[src/rtl/audio_if_pkg.sv]
// rtl/audio_if_pkg.sv - frame constants and FSM encoding shared by the audio ADC reader and DAC writer
package audio_if_pkg;

  localparam int FRAME_BITS  = 32;
  localparam int CFG_BITS    = 8;
  localparam int SAMPLE_BITS = 16;

  typedef enum logic [2:0] {
    ST_IDLE,
    ST_CONV,
    ST_WAIT_BUSY,
    ST_SETUP,
    ST_SHIFT,
    ST_HOLD,
    ST_DONE
  } adc_state_t;

  // Chip select is asserted from SETUP through HOLD.
  function automatic logic in_frame(input adc_state_t s);
    return (s == ST_SETUP) || (s == ST_SHIFT) || (s == ST_HOLD);
  endfunction

endpackage

[src/rtl/spi_bit_timer.sv]
// rtl/spi_bit_timer.sv - sclk generator with rise/fall strobes and bit counter for one SPI frame
module spi_bit_timer
  import audio_if_pkg::*;
#(
  parameter int CLK_DIV = 2
) (
  input  logic clk,
  input  logic reset,
  input  logic load,
  input  logic run,
  output logic sclk,
  output logic rise,
  output logic fall_next,
  output logic done
);

  localparam int PW = $clog2(2 * CLK_DIV + 1);
  localparam int BW = $clog2(FRAME_BITS);
  localparam logic [PW-1:0] PH_RISE  = PW'(CLK_DIV);
  localparam logic [PW-1:0] PH_LAST  = PW'(2 * CLK_DIV - 1);
  localparam logic [BW-1:0] BIT_LAST = BW'(FRAME_BITS - 1);

  logic [PW-1:0] phase;
  logic [PW-1:0] phase_inc;
  logic [BW-1:0] bit_cnt;

  assign phase_inc = phase + PW'(1);
  // rise marks the first cycle with sclk high; fall_next marks the cycle before sclk drops
  assign rise      = run && (phase == PH_RISE);
  assign done      = run && (phase == PH_LAST) && (bit_cnt == BIT_LAST);
  assign fall_next = run && (phase == PH_LAST) && (bit_cnt != BIT_LAST);

  always_ff @(posedge clk) begin
    if (reset) begin
      phase   <= '0;
      bit_cnt <= '0;
      sclk    <= 1'b1;
    end else if (load) begin
      phase   <= '0;
      bit_cnt <= '0;
      sclk    <= 1'b0;
    end else if (run) begin
      if (phase == PH_LAST) begin
        phase <= '0;
        if (bit_cnt == BIT_LAST) begin
          bit_cnt <= '0;
          sclk    <= 1'b1;
        end else begin
          bit_cnt <= bit_cnt + BW'(1);
          sclk    <= 1'b0;
        end
      end else begin
        phase <= phase_inc;
        sclk  <= (phase_inc >= PH_RISE);
      end
    end else begin
      phase   <= '0;
      bit_cnt <= '0;
      sclk    <= 1'b1;
    end
  end

endmodule

[src/rtl/audio_adc_read.sv]
// rtl/audio_adc_read.sv - dual-channel audio ADC capture: convst, busy wait, 32-bit SPI frame, sample strobe
module audio_adc_read
  import audio_if_pkg::*;
#(
  parameter int CLK_DIV      = 2,
  parameter int CONV_CYCLES  = 2,
  parameter int BUSY_TIMEOUT = 255
) (
  input  logic                   clk,
  input  logic                   reset,
  input  logic                   start,
  input  logic [CFG_BITS-1:0]    cfg,
  output logic                   ready,
  output logic                   valid,
  output logic                   err,
  output logic [SAMPLE_BITS-1:0] data_a,
  output logic [SAMPLE_BITS-1:0] data_b,
  output logic                   convst,
  input  logic                   busy,
  output logic                   cs_n,
  output logic                   sclk,
  output logic                   din,
  input  logic                   dout
);

  localparam int CW = 16;
  localparam logic [CW-1:0] CONV_LAST = CW'(CONV_CYCLES - 1);
  localparam logic [CW-1:0] WAIT_LAST = CW'(BUSY_TIMEOUT - 1);

  adc_state_t state, state_n;
  logic [CW-1:0] cnt, cnt_n;
  logic accept, timeout;
  logic busy_m, busy_s;
  logic [FRAME_BITS-1:0] tx_sr, rx_sr;
  logic bit_rise, bit_fall_next, frame_done;

  spi_bit_timer #(
    .CLK_DIV(CLK_DIV)
  ) u_timer (
    .clk      (clk),
    .reset    (reset),
    .load     (state == ST_SETUP),
    .run      (state == ST_SHIFT),
    .sclk     (sclk),
    .rise     (bit_rise),
    .fall_next(bit_fall_next),
    .done     (frame_done)
  );

  always_ff @(posedge clk) begin
    if (reset) begin
      state <= ST_IDLE;
      cnt   <= '0;
    end else begin
      state <= state_n;
      cnt   <= cnt_n;
    end
  end

  always_comb begin
    state_n = state;
    cnt_n   = cnt;
    accept  = 1'b0;
    timeout = 1'b0;
    case (state)
      ST_IDLE: begin
        if (start) begin
          accept  = 1'b1;
          state_n = ST_CONV;
          cnt_n   = '0;
        end
      end
      ST_CONV: begin
        if (cnt == CONV_LAST) begin
          state_n = ST_WAIT_BUSY;
          cnt_n   = '0;
        end else begin
          cnt_n = cnt + CW'(1);
        end
      end
      ST_WAIT_BUSY: begin
        if (!busy_s) begin
          state_n = ST_SETUP;
          cnt_n   = '0;
        end else if (cnt == WAIT_LAST) begin
          timeout = 1'b1;
          state_n = ST_IDLE;
          cnt_n   = '0;
        end else begin
          cnt_n = cnt + CW'(1);
        end
      end
      ST_SETUP: state_n = ST_SHIFT;
      ST_SHIFT: if (frame_done) state_n = ST_HOLD;
      ST_HOLD:  state_n = ST_DONE;
      ST_DONE:  state_n = ST_IDLE;
      default:  state_n = ST_IDLE;
    endcase
  end

  // Pin-level outputs are decoded from the next state so they change in the same cycle as the FSM.
  always_ff @(posedge clk) begin
    if (reset) begin
      busy_m <= 1'b0;
      busy_s <= 1'b0;
      ready  <= 1'b1;
      valid  <= 1'b0;
      err    <= 1'b0;
      convst <= 1'b0;
      cs_n   <= 1'b1;
      din    <= 1'b0;
      data_a <= '0;
      data_b <= '0;
      tx_sr  <= '0;
      rx_sr  <= '0;
    end else begin
      busy_m <= busy;
      busy_s <= busy_m;
      ready  <= (state_n == ST_IDLE);
      valid  <= (state_n == ST_DONE);
      err    <= timeout;
      convst <= (state_n == ST_CONV);
      cs_n   <= !in_frame(state_n);

      if (accept) tx_sr <= {cfg, {(FRAME_BITS - CFG_BITS){1'b0}}};

      if (state == ST_SETUP) begin
        din <= tx_sr[FRAME_BITS-1];
      end else if (bit_fall_next) begin
        din   <= tx_sr[FRAME_BITS-2];
        tx_sr <= tx_sr << 1;
      end else if (state_n == ST_DONE) begin
        din <= 1'b0;
      end

      if (bit_rise) rx_sr <= {rx_sr[FRAME_BITS-2:0], dout};

      if (state_n == ST_DONE) begin
        data_a <= rx_sr[FRAME_BITS-1 -: SAMPLE_BITS];
        data_b <= rx_sr[SAMPLE_BITS-1:0];
      end
    end
  end

endmodule

[config.mk]
export PLATFORM = sky130hd
export DESIGN_NAME = audio_adc_read
export DESIGN_NICKNAME = d
export VERILOG_FILES = /design/src/rtl/audio_if_pkg.sv /design/src/rtl/spi_bit_timer.sv /design/src/rtl/audio_adc_read.sv
export SDC_FILE = /design/constraint.sdc
export NUM_CORES = 1
export LEC_CHECK = 0
export BUFFER_PORTS_ARGS = -buffer_cell sky130_fd_sc_hd__buf_4
export CAP_MARGIN = 20
export CELL_PAD_IN_SITES_DETAIL_PLACEMENT = 1
export CELL_PAD_IN_SITES_GLOBAL_PLACEMENT = 1
export CORE_ASPECT_RATIO = 1.1
export CORE_MARGIN = 4
export CORE_UTILIZATION = 42
export CTS_BUF_LIST = sky130_fd_sc_hd__clkbuf_8
export DETAILED_ROUTE_END_ITERATION = 8
export GPL_ROUTABILITY_DRIVEN = 0
export PLACE_DENSITY = 0.77
export SYNTH_ARGS = -nofsm -noshare
export SYNTH_HDL_FRONTEND = slang
export SYNTH_SLANG_ARGS = --single-unit
[constraint.sdc]
create_clock -name clk -period 1.8 [get_ports clk]
set_input_delay 0.27 -clock clk [delete_from_list [all_inputs] [get_ports clk]]
set_output_delay 0.27 -clock clk [all_outputs]
set_load 0.005 [all_outputs]
==> flow_metrics.tcl, run 1 <==
set metrics [dict create \
    dr.pass1.iters 4 \
    drc_errors 0 \
    critPathRequiredTime_ns 2.13 \
    ys_seq_area_share_pct 52.6 \
    fin_crit_sh_pct 107 \
    violations "negative setup slack" \
    drtAntennaViolNets 0 \
    yosysTopAreaCellShare_pct 52.6 \
    clockBufferDepth 2 \
    rows 41 \
    yosysWarnings 0 \
    cts_tree "built" \
    antenna_found_initial 0 \
    synth_cell_types 45 \
    final_cells 816 \
    wire_per_inst_um 15.5 \
    die_y_um 123 \
    cts_hold_buf 0 \
    startpoint_type "flop" \
    worst_pin_slew_ns 0.482 \
    skew_ns 0.00978 \
    cts-root-buf "clkbuf_8" \
    dieWidth_um 112 \
    power.density_nw_per_um2 1020 \
    ir_drop_v 0.000475 \
    drive_above_1_share_pct 23.3 \
    dr_total_vias 4261 \
    syn-cell-area_um2 5030 \
    ys_ff_latch 132 \
    ys.flop_type "dfxtp_1" \
    dp.cells 781 \
    worstHoldPathType "in -> reg" \
    post-route-min-period_ns 1.92 \
    insertedDiodeCount 0 \
    portBuffers 51 \
    relSlewSlack_pct 67.8 \
    yosysTopAreaCell "dfxtp_1" \
    p_leak_nw 2.49 \
    synthCells 573 \
    ios 52 \
    initial_core_util_pct 43.4 \
    crit_fanout 3 \
    drt_iter0_drc 172 \
    area_growth_pct 29.7 \
    grt_usage_pct 18.3 \
    wirelength_mm 12.7 \
    synth_area_leaders "dfxtp_1 (53%), nand2_1 (10%), a21oi_1 (7.0%)" \
    core_um2 11600 \
    cp-end-kind "flop" \
    synth_edf_count 0 \
    clk_pin_slew_worst_paths_ns 0.07 \
    grt_pass1_wl_mm 20.4 \
    outcome "finished, violations left" \
    grt_pass1_vias 4374 \
    clk_latency_ns 0.44 \
    final-hold-violation-count 0 \
    grt_max_degree 43 \
    crit_type "reg -> reg" \
    die_area_um2 13800 \
    finalCoreUtilization_pct 56.2 \
    syn_avg_cell_area_um2 8.77 \
    via_per_inst 5.22 \
    crit_arrival_ns 2.25 \
    drv_slew 0 \
    numClockSinks 132 \
    setup_viol 32 \
    dp_hpwl_mm 8.15 \
    fin_nets 675 \
    rsz0062_at_grt "true" \
    fmax_mhz 520 \
    worst_slack_ns -0.124 \
    cts_buffers 17 \
    ys_async_sr_fraction_pct 0 \
    syn_nets 595 \
    drv_cap 0 \
    grt-ovfl-total 0 \
    h-tree-depth 4 \
]
## layout make-up
| type | count | area (µm²) |
|---|---|---|
| clock buffers | 17 | 234 |
| clock inverters | 15 | 238 |
| fillers | 1348 | 5070 |
| inverters | 10 | 37.5 |
| multi-input cells | 395 | 2320 |
| flip-flops and latches | 132 | 2650 |
| well taps | 150 | 188 |
| repair buffers | 97 | 858 |
## synth_stat cells, types with 2 or more instances
cell type  instances
nand4_1            5
dfxtp_1          132
a21o_1             3
and3_1             5
nand2_1          139
xor2_1             6
or4b_1             2
a21oi_1           70
nand3_1            6
mux2i_1           12
nor3b_1            2
nor2_1            42
nor2b_1            5
o21ai_0            8
nand2b_1           4
nor4_1             2
and2_1             2
a211oi_1           9
xnor2_1            9
clkbuf_1          29
buf_2              5
or4_4              2
ha_1               9
or3_1              3
a22o_1            23
inv_1             10
and4_1             3
nor3_1             9
## registers in the layout (all words and copies together) (netlist names)
signal           count
busy_m               1
busy_s               1
cnt                 16
convst               1
cs_n                 1
data_a              16
data_b              16
din                  1
err                  1
ready                1
rx_sr               32
state                3
tx_sr               32
u_timer.bit_cnt      5
u_timer.phase        3
u_timer.sclk         1
valid                1
## worst max-delay path, cell delays in order, from the launching register on
cell and delay (ns):
dfxtp_2 0.33, inv_2 0.07, ha_4 0.11, or4b_4 0.46, nor4_4 0.29, buf_4 0.19
or2b_1 0.24, nand3_2 0.08, nor2b_1 0.06
## through the flow
| stage | power (mW) | worst slack, ns | TNS, ns | cell area, µm² | hold slack [ns] |
|---|---|---|---|---|---|
| finish | 6.64 | -0.124 | -2.18 | 6520 | 0.0453 |
| global route | 6.91 | -0.220 | -4.84 | 6520 | 0.0332 |
| CTS | 6.65 | -0.0890 | -1.49 | 6360 | 0.0253 |
| detailed placement | 3.72 | -0.141 | -1.68 | 5880 | 0.430 |
| global placement | 3.69 | -0.0587 | -0.405 | 5880 | 0.419 |
| floorplan | 3.45 | -0.123 | -1.23 | 5040 | 0.398 |
## metal layers
layer / GRT usage [%] / routed length, µm
met5: 0 / 0
met4: 6.09 / 213
met3: 4.88 / 431
met2: 33.1 / 6580
met1: 21.0 / 5430
## report_power, final
group	leakage [nW]	total (mW)	internal (mW)	switching [mW]
Clock	0.235	2.93	1.78	1.15
Combinational	1.19	0.679	0.316	0.364
Sequential	1.07	3.03	2.99	0.0425
Total	2.49	6.64	5.08	1.56
## layout by cell type (no fill, tap or decap), types with 6 or more instances in the layout
master       n
a211oi_1     9
a21oi_1     70
a22o_1      23
buf_12       7
buf_4       86
bufinv_16    6
clkbuf_8    17
dfxtp_1    128
ha_1         6
inv_1       10
mux2i_1     12
nand2_1    139
nor2_1      39
nor3_1       8
o21ai_0      7
xnor2_1      9
xor2_1       6
## repair_timing
item,CTS,global route
endpoints found under the setup margin,20,68
resized for setup,5,21
pin swaps,1,3
gates cloned,0,2
setup buffers,0,1
## cell families (layout without fill, tap and decap cells)
family          count (synthesis)  after routing  synth area share, %
buf+inv                        46            139                 3.71
fa+ha+maj                       9              9                 2.24
simple gates                  238            238                 21.4
mux                            12             12                 2.39
flops                         132            132                 52.6
compound gates                121            121                 15.1
xor+xnor                       15             15                 2.61
## worst paths after layout
| kind | depth (start not counted) | from | end | slack (ns) |
|---|---|---|---|---|
| max reg2reg | 8 | cnt[1]$_SDFFE_PP0P_ | convst$_SDFF_PP0_ | -0.12 |
| min | 2 | busy | busy_m$_SDFF_PP0_ | 0.05 |
| min reg2reg | 1 | busy_m$_SDFF_PP0_ | busy_s$_SDFF_PP0_ | 0.44 |
| max | 8 | cnt[1]$_SDFFE_PP0P_ | convst$_SDFF_PP0_ | -0.12 |
No activity file was read; power rests on OpenSTA's default activity.
==> run 2: changes to the inputs <==
--- a/config.mk
+++ b/config.mk
@@ -7,15 +7,15 @@
 export LEC_CHECK = 0
 export BUFFER_PORTS_ARGS = -buffer_cell sky130_fd_sc_hd__buf_4
 export CAP_MARGIN = 20
-export CELL_PAD_IN_SITES_DETAIL_PLACEMENT = 1
-export CELL_PAD_IN_SITES_GLOBAL_PLACEMENT = 1
+export CELL_PAD_IN_SITES_DETAIL_PLACEMENT = 0
+export CELL_PAD_IN_SITES_GLOBAL_PLACEMENT = 2
 export CORE_ASPECT_RATIO = 1.1
 export CORE_MARGIN = 4
-export CORE_UTILIZATION = 42
+export CORE_UTILIZATION = 33
 export CTS_BUF_LIST = sky130_fd_sc_hd__clkbuf_8
 export DETAILED_ROUTE_END_ITERATION = 8
 export GPL_ROUTABILITY_DRIVEN = 0
-export PLACE_DENSITY = 0.77
+export PLACE_DENSITY = 0.75
 export SYNTH_ARGS = -nofsm -noshare
 export SYNTH_HDL_FRONTEND = slang
 export SYNTH_SLANG_ARGS = --single-unit
==> constraint.sdc (replaced) <==
create_clock -name clk -period 1.8 [get_ports clk]
set_input_delay 0 -clock clk [delete_from_list [all_inputs] [get_ports clk]]
set_output_delay 0 -clock clk [all_outputs]
set_load 0.005 [all_outputs]
==> run 2 against run 1 <==
The run still ends with negative setup slack left. Final cell count up 7.6%. Wire length fell by 9.3%. Cell area up 4.3%. Clock-buffer cell count is 2 higher. Sequential power is essentially flat.
==> flow_metrics.tcl, run 2 (same netlist as run 1, synthesis figures left out) <==
set metrics [dict create \
    outcome "finished, violations left" \
    violations "negative setup slack" \
    critPathRequiredTime_ns 2.12 \
    grt_pass1_wl_mm 18.8 \
    drtAntennaViolNets 0 \
    cts-root-buf "clkbuf_8" \
    drv_slew 0 \
    dr.pass1.iters 4 \
    die_area_um2 17300 \
    grt_pass1_vias 4023 \
    reg.largest.list "rx_sr x32, tx_sr x32" \
    numClockSinks 132 \
    dp.cells 827 \
    clockBufferDepth 2 \
    fin_crit_sh_pct 105 \
    final_cells 878 \
    finalCoreUtilization_pct 45.3 \
    h-tree-depth 4 \
    clk_pin_slew_worst_paths_ns 0.07 \
    layout.cells.most_common "nand2_1" \
    setup_viol 32 \
    initial_core_util_pct 33.5 \
    dieWidth_um 126 \
    crit_fanout 3 \
    die_y_um 137 \
    drt_iter0_drc 173 \
    wire_per_inst_um 13.1 \
    fillers 1460 \
    cp-end-kind "flop" \
    area_growth_pct 35.3 \
    rows 47 \
    rsz0062_at_grt "true" \
    final_cell_mix "nand2_1 (139), dfxtp_1 (127), buf_4 (89)" \
    drv_cap 0 \
    portBuffers 51 \
    worst_slack_ns -0.0906 \
    startpoint_type "flop" \
    antenna_found_initial 0 \
    placed_cell_area_um2 5910 \
    cts_buffers 17 \
    worst_pin_slew_ns 0.636 \
    reg2reg_depth 6 \
    core_um2 15000 \
    clk_latency_ns 0.44 \
    skew_ns 0.00624 \
    fmax_mhz 529 \
    ir_drop_v 0.000418 \
    relSlewSlack_pct 57.6 \
    dr_total_vias 4155 \
    fin_nets 691 \
    drive_above_1_share_pct 24.3 \
    power.density_nw_per_um2 1010 \
    ios 52 \
    grt_max_degree 45 \
    final-hold-violation-count 0 \
    worstHoldPathCells 3 \
    insertedDiodeCount 0 \
    via_per_inst 4.73 \
    worstHoldPathType "in -> reg" \
    dp_hpwl_mm 7.21 \
    crit_type "reg -> reg" \
    grt-ovfl-total 0 \
    crit_arrival_ns 2.21 \
    p_leak_nw 2.58 \
    final_area_um2 6800 \
    grt_usage_pct 13.4 \
    post-route-min-period_ns 1.89 \
    drc_errors 0 \
    wirelength_mm 11.5 \
    cts_tree "built" \
]
==> run 2: path summary, 6_finish.rpt <==
kind                                                 to                     from  slack [ns]
worst max register to register         ready$_SDFF_PP1_     cnt[13]$_SDFFE_PP0P_       -0.09
worst min register to register  data_a[11]$_SDFFE_PP0P_  data_a[11]$_SDFFE_PP0P_        0.45
worst max-delay path                   ready$_SDFF_PP1_     cnt[13]$_SDFFE_PP0P_       -0.09
worst min-delay path                  busy_m$_SDFF_PP0_                     busy        0.33
==> run 2: area by class of cell <==
| type | count | area (µm²) | area share [%] |
|---|---|---|---|
| Clock inverter | 13 | 251 | 3.70 |
| Inverter | 10 | 37.5 | 0.552 |
| Tap cell | 196 | 245 | 3.61 |
| Sequential cell | 132 | 2650 | 39.0 |
| Timing Repair Buffer | 113 | 1030 | 15.1 |
| Multi-Input combinational cell | 395 | 2330 | 34.3 |
| Clock buffer | 19 | 262 | 3.85 |
==> run 2: power breakdown <==
group	leakage (nW)	total (mW)	internal [mW]	switching [mW]
Sequential	1.07	3.03	2.99	0.0404
Clock	0.248	3.15	2.00	1.15
Combinational	1.26	0.710	0.352	0.358
Total	2.58	6.88	5.34	1.55
==> run 2: through the flow <==
step / TNS, ns / setup slack (ns) / hold WS, ns / total power, mW
final: -1.46 / -0.0906 / 0.329 / 6.88
after global routing: -5.34 / -0.203 / 0.344 / 7.16
after CTS: -1.59 / -0.106 / 0.306 / 6.90
after detailed placement: -1.49 / -0.104 / 0.234 / 3.70
after global placement: -1.12 / -0.0676 / 0.242 / 3.69
after floorplan: -1.23 / -0.123 / 0.128 / 3.45
==> run 2: routing by layer <==
metal	routed length, µm	global-route usage [%]	share of wire, %
met3	468	3.88	4.1
met1	5300	16.2	46
met2	5580	22.5	49
met4	133	5.18	1.2
met5	0	0	0
==> run 2: critical path, cell delays in order (launching register included) <==
cell and delay, ns:
dfxtp_2 0.32, or4_4 0.56, nor4_4 0.35, buf_4 0.18, nor2_4 0.04, o32ai_4 0.29
a21oi_2 0.04
==> run 2: what timing repair did <==
| item | CTS | global route |
|---|---|---|
| hold buffers | 12 | 0 |
| setup buffers | 0 | 2 |
| pin swaps | 0 | 17 |
| endpoints found under the setup margin | 19 | 77 |
| hold endpoints to repair | 13 | 0 |
| cloned | 0 | 5 |
| resized for setup | 2 | 29 |
